<file path="src/rtl/sprite_addr_cal.sv">
// -----------------------------------------------------------------------------
// sprite_addr_cal
//
// Per-pixel sprite address calculator. Decides whether the current raster
// pixel lies inside a visible sprite and, if so, produces the pixel-memory
// address of that pixel's colour-index entry. One registered stage, one new
// result every clock.
//
// Ports:
//   clk          in   1   system clock, rising edge
//   reset        in   1   asynchronous, active-low reset
//   pattern_info in  80   {append, res_h, res_v, act_h, act_v}, 16 bits each
//   sprite_info  in  32   {visible, flip, x[9:0], y[9:0], reserved[9:0]}
//   hcount       in  10   current raster column
//   vcount       in  10   current raster row
//   addr_output  out 16   pixel-memory address (0 when not hit)
//   valid        out  1   pixel lies inside a visible sprite
// -----------------------------------------------------------------------------
module sprite_addr_cal (
  input  logic        clk,
  input  logic        reset,
  input  logic [79:0] pattern_info,
  input  logic [31:0] sprite_info,
  input  logic [9:0]  hcount,
  input  logic [9:0]  vcount,
  output logic [15:0] addr_output,
  output logic        valid
);

  // Descriptor fields
  logic [15:0] append_s;
  logic [15:0] res_h_s;
  logic [15:0] res_v_s;
  logic [15:0] act_h_s;
  logic [15:0] act_v_s;
  logic        visible_s;
  logic        flip_s;
  logic [9:0]  x_s;
  logic [9:0]  y_s;

  // Datapath
  logic [16:0] dx_s;
  logic [16:0] dy_s;
  logic        in_h_s;
  logic        in_v_s;
  logic        scale_h_s;
  logic        scale_v_s;
  logic [15:0] sx_s;
  logic [15:0] sy_s;
  logic [15:0] col_s;
  logic [15:0] row_off_s;
  logic [15:0] addr_s;
  logic        hit_s;

  // Registered outputs
  logic [15:0] addr_d;
  logic [15:0] addr_q;
  logic        valid_d;
  logic        valid_q;

  // Reserved placement bits are deliberately ignored.
  logic        rsvd_unused_s;

  assign append_s      = pattern_info[79:64];
  assign res_h_s       = pattern_info[63:48];
  assign res_v_s       = pattern_info[47:32];
  assign act_h_s       = pattern_info[31:16];
  assign act_v_s       = pattern_info[15:0];
  assign visible_s     = sprite_info[31];
  assign flip_s        = sprite_info[30];
  assign x_s           = sprite_info[29:20];
  assign y_s           = sprite_info[19:10];
  assign rsvd_unused_s = ^sprite_info[9:0];

  // Hit test, per-axis scaling, flip and address arithmetic.
  always_comb begin
    dx_s      = {7'd0, hcount} - {7'd0, x_s};
    dy_s      = {7'd0, vcount} - {7'd0, y_s};

    // Bounds compared at 17 bits so x + act_h past 1023 never wraps.
    in_h_s    = (hcount >= x_s) && (dx_s < {1'b0, act_h_s});
    in_v_s    = (vcount >= y_s) && (dy_s < {1'b0, act_v_s});
    hit_s     = visible_s && in_h_s && in_v_s;

    // 2:1 upscaling only when displayed size is exactly twice the stored size;
    // every other ratio indexes 1:1 without clamping.
    scale_h_s = ({1'b0, act_h_s} == {res_h_s, 1'b0});
    scale_v_s = ({1'b0, act_v_s} == {res_v_s, 1'b0});

    if (scale_h_s) begin
      sx_s = dx_s[16:1];
    end else begin
      sx_s = dx_s[15:0];
    end

    if (scale_v_s) begin
      sy_s = dy_s[16:1];
    end else begin
      sy_s = dy_s[15:0];
    end

    if (flip_s) begin
      col_s = res_h_s - 16'd1 - sx_s;
    end else begin
      col_s = sx_s;
    end

    // Only the low 16 bits of the product matter: the address wraps mod 2^16.
    row_off_s = sy_s * res_h_s;
    addr_s    = append_s + row_off_s + col_s;

    if (hit_s) begin
      addr_d  = addr_s;
      valid_d = 1'b1;
    end else begin
      addr_d  = 16'd0;
      valid_d = 1'b0;
    end
  end

  // Output register; reset clears the result immediately.
  always_ff @(posedge clk or negedge reset) begin
    if (!reset) begin
      addr_q  <= 16'd0;
      valid_q <= 1'b0;
    end else begin
      addr_q  <= addr_d;
      valid_q <= valid_d;
    end
  end

  assign addr_output = addr_q;
  assign valid       = valid_q;

endmodule

</file>
<file path="config.mk">
export PLATFORM = sky130hd
export DESIGN_NAME = sprite_addr_cal
export DESIGN_NICKNAME = d
export VERILOG_FILES = /design/src/rtl/sprite_addr_cal.sv
export SDC_FILE = /design/constraint.sdc
export NUM_CORES = 1
export LEC_CHECK = 0
export CAP_MARGIN = 20
export CELL_PAD_IN_SITES_DETAIL_PLACEMENT = 2
export CELL_PAD_IN_SITES_GLOBAL_PLACEMENT = 2
export CORE_MARGIN = 3
export CORE_UTILIZATION = 35
export DETAILED_ROUTE_END_ITERATION = 6
export PLACE_DENSITY_LB_ADDON = 0.1
export SLEW_MARGIN = 5
export SYNTH_ARGS = -nofsm -noshare
export SYNTH_HDL_FRONTEND = slang
export SYNTH_SLANG_ARGS = --single-unit
</file>
<file path="constraint.sdc">
create_clock -name clk -period 0.8 [get_ports clk]
set_input_delay 0.12 -clock clk [delete_from_list [all_inputs] [get_ports clk]]
set_output_delay 0.12 -clock clk [all_outputs]
set_load 0.01 [all_outputs]
</file>
==> metrics.txt, run 1 <==
synth unique cells 75; simple-gate area share of the yosys netlist 16.9%; Post-Syn Area 8450 µm²; adder-cell area share of the yosys netlist 42.2%; outcome did not finish; leading area contributor after synthesis fa_1; Vert. Die Dim 161 µm; H-tree depth 1; Yosys top cell area share 26.1%; Seq/Total Area, Yosys 5.04%; IO Count 151; Synth Instances 1036; # port buffers 140; placed wire-length estimate 34200 µm; GP Congestion 0.834; multiplexer area fraction after synthesis 1.38%; syn_area_per_cell 8.15 µm²; EDFF count, synth 0; ys async rst share 100%; Starting Density 35.8%; Run Error [ERROR DPL-0033] detailed placement checks failed during check placement.; Post-Syn Nets 1385; cts bufs inserted 3; Synth top cells by count 224 x inv_1, 110 x fa_1, 105 x ha_1; Stopped at clock tree synthesis; synth top area cells fa_1 26%, ha_1 16%, inv_1 10%; root buffer cell clkbuf_16; number of hold buffers added after cts 0; Seq cells post-synth 17; Post-CTS Setup Bufs 30; clk buf depth 2; main flop type after synthesis dfrtp_1; post-CTS resize count 303; DIE WIDTH 161 µm; row count 56; top-count cell post-synth inv_1; Sink Count 17; post-synthesis compound-gate area fraction 12.7%; Synth Warn # 0; largest family of logic cells by synthesized area adder cells; xor and xnor area share after synthesis 10.2%
## kinds of logic after synthesis
family / count (synthesis)
buffers and inverters: 257
adder cells (fa/ha/maj): 220
flip-flops: 17
XOR/XNOR: 92
multiplexers: 11
AO/OA/AOI/OAI: 157
AND/OR/NAND/NOR: 282
## metrics by stage
stage / util [%] / worst slack [ps] / instances / instance area [µm²]
after floorplan: - / -6680 / 1036 / 8730
after global placement: 51.3 / -7540 / 1698 / 12100
after detailed placement: 51.3 / -8120 / 1698 / 12100
==> run 2: changes to the inputs <==
- CELL_PAD_IN_SITES_DETAIL_PLACEMENT: 2 -> not set
- CELL_PAD_IN_SITES_GLOBAL_PLACEMENT: 2 -> not set
- CORE_UTILIZATION: 35 -> 33
- PLACE_DENSITY_LB_ADDON: 0.1 -> 0.15
==> metrics.txt, run 2 <==
Placed Area 12200 µm²; GRT Util Overall 19.4%; Critical Path Fanout Max 3; core area 24700 µm²; hold_ws 199 ps; GP Congestion 0.828; violated checks setup timing; routed vias 8221; Seq/Total Area, Yosys 5.04%; largest net degree at the start of global routing 18; CP peak stage delay 530 ps; die area 27600 µm²; Max Slew Vio Count 0; Tightest Pin Transition 429 ps; CP Launch Type input port; # port buffers 140; max_cap viols 0; Critical Path Most Common Cell fa_1; Slowest cell on crit path fa_2; drt wl/cell 15.4 µm; final instance area 13400 µm²; Synth top cells by count 224 x inv_1, 110 x fa_1, 105 x ha_1; most frequent cells in the layout 243 x buf_4, 189 x inv_1, 102 x fa_1, 92 x nand2_1, 69 x ha_1; Starting Density 34.1%; multi-input logic area 8230 µm²; row count 57; total grt overflow 0; Slew HR 71.4%; syn_area_per_cell 8.15 µm²; ys async rst share 100%; final worst-path cycle share 932%; first-pass GRT wire length 44400 µm; # placed instances 1711; leading area contributor after synthesis fa_1; Worst-path clk slew 60 ps; synthesis-to-finish area growth 59.1%; Worst EP arrival 7610 ps; Power, Total 64.6 mW; Initial DRC Count 267; register area 425 µm²; Sink Count 17; # diodes 0; top-count cell post-synth inv_1; Leak 6.75 nW; Synth Warn # 0; share of layout cells above drive strength 1 37.5%; Setup violations, final 34; unrepaired setup endpoints after global routing true; DIE WIDTH 166 µm; Vert. Die Dim 166 µm; synth top area cells fa_1 26%, ha_1 16%, inv_1 10%; EDFF count, synth 0; Vias/cell 4.72; antenna violations before repair 0; post-layout util 54.3%; placed wire-length estimate 22300 µm; Max Fclk 134 MHz; synth unique cells 75; max FFs per register 16; Routed WL 26800 µm; Setup CP Type in -> reg; clk buf depth 2; DRC 0; TritonRoute pass-1 iters 6; Max VDD drop 0.00645 V; dpl ws -7700 ps; Yosys top cell area share 26.1%; main flop type after synthesis dfrtp_1; final worst path period need 7460 ps; Worst setup EP type flip-flop; H-tree depth 1; IO Count 151; Synth Instances 1036; outcome finished with violations; cts bufs inserted 3; post-route setup TNS -87150 ps; Post-Syn Nets 1385; Post-Syn Area 8450 µm²; cell area power density 4810 nW/µm²; CTS tree built; Layout Nets 1766; fin worst setup slack -6660 ps; final hold viol count 0; Layout Cells excl Fill 1740; most common cell after layout, fill and taps aside buf_4; ANT nets after route 0; Fillers 2353; vias in the first global route 8920; Seq cells post-synth 17; CP required 950 ps; Hold Path Class in -> async; root buffer cell clkbuf_16
==> run 2: cell counts after synthesis <==
Identical to the previous run, type by type.
==> run 2: worst paths after layout <==
kind	startpoint	end	slack, ps	cells after the start
max	pattern_info[52]	addr_output[15]	-6660	36
min	reset	addr_output[0]	200	2
max in group asynchronous	reset	addr_output[6]	470	2
min in group clk	pattern_info[49]	addr_output[1]	660	6
==> run 2: final cells by class <==
| type | instances | share of cell area, % |
|---|---|---|
| clock buffers | 3 | 0.559 |
| clock inverters | 1 | 0.0372 |
| inverters | 224 | 6.44 |
| multi-input cells | 762 | 61.2 |
| flip-flops and latches | 17 | 3.17 |
| well taps | 324 | 3.02 |
| repair buffers | 409 | 25.6 |
==> run 2: timing repair <==
item | CTS | global route
cloned | 2 | 0
pin swaps | 111 | 76
endpoints found under the setup margin | 34 | 34
hold buffers | 0 | 0
gates resized for setup | 326 | 125
buffers inserted | 12 | 13
==> run 2: logic make-up (layout without fill, tap and decap cells) <==
| family | count (synthesis) | after routing | synth area share, % |
|---|---|---|---|
| AOI/OAI and AO/OA | 157 | 157 | 12.7 |
| xor gates and xnor gates | 92 | 92 | 10.2 |
| adders and majority gates | 220 | 220 | 42.2 |
| buffers and inverters | 257 | 637 | 11.6 |
| DFF | 17 | 17 | 5.04 |
| muxes | 11 | 11 | 1.38 |
| and+or+nand+nor | 282 | 282 | 16.9 |
==> run 2: layer usage <==
layer / wire (µm) / track usage (%)
met5: 0 / 0
met4: 333 / 2.97
met3: 802 / 1.52
met2: 14000 / 36.2
met1: 11700 / 24.9
==> run 2: power by group <==
| group | internal, mW | switching, mW | total [mW] |
|---|---|---|---|
| registers | 0.900 | 0.0113 | 0.912 |
| logic | 33.4 | 29.3 | 62.7 |
| clock network | 0.672 | 0.385 | 1.06 |
==> run 2: critical path, delay by kind of cell <==
| family | cells | cell delay, ps |
|---|---|---|
| AO/OA/AOI/OAI | 7 | 1100 |
| XOR/XNOR | 4 | 740 |
| adder cells (fa/ha/maj) | 9 | 3400 |
| buffers and inverters | 7 | 630 |
| multiplexers | 1 | 310 |
| AND/OR/NAND/NOR | 8 | 1280 |
(Power assumes the default switching activity.)
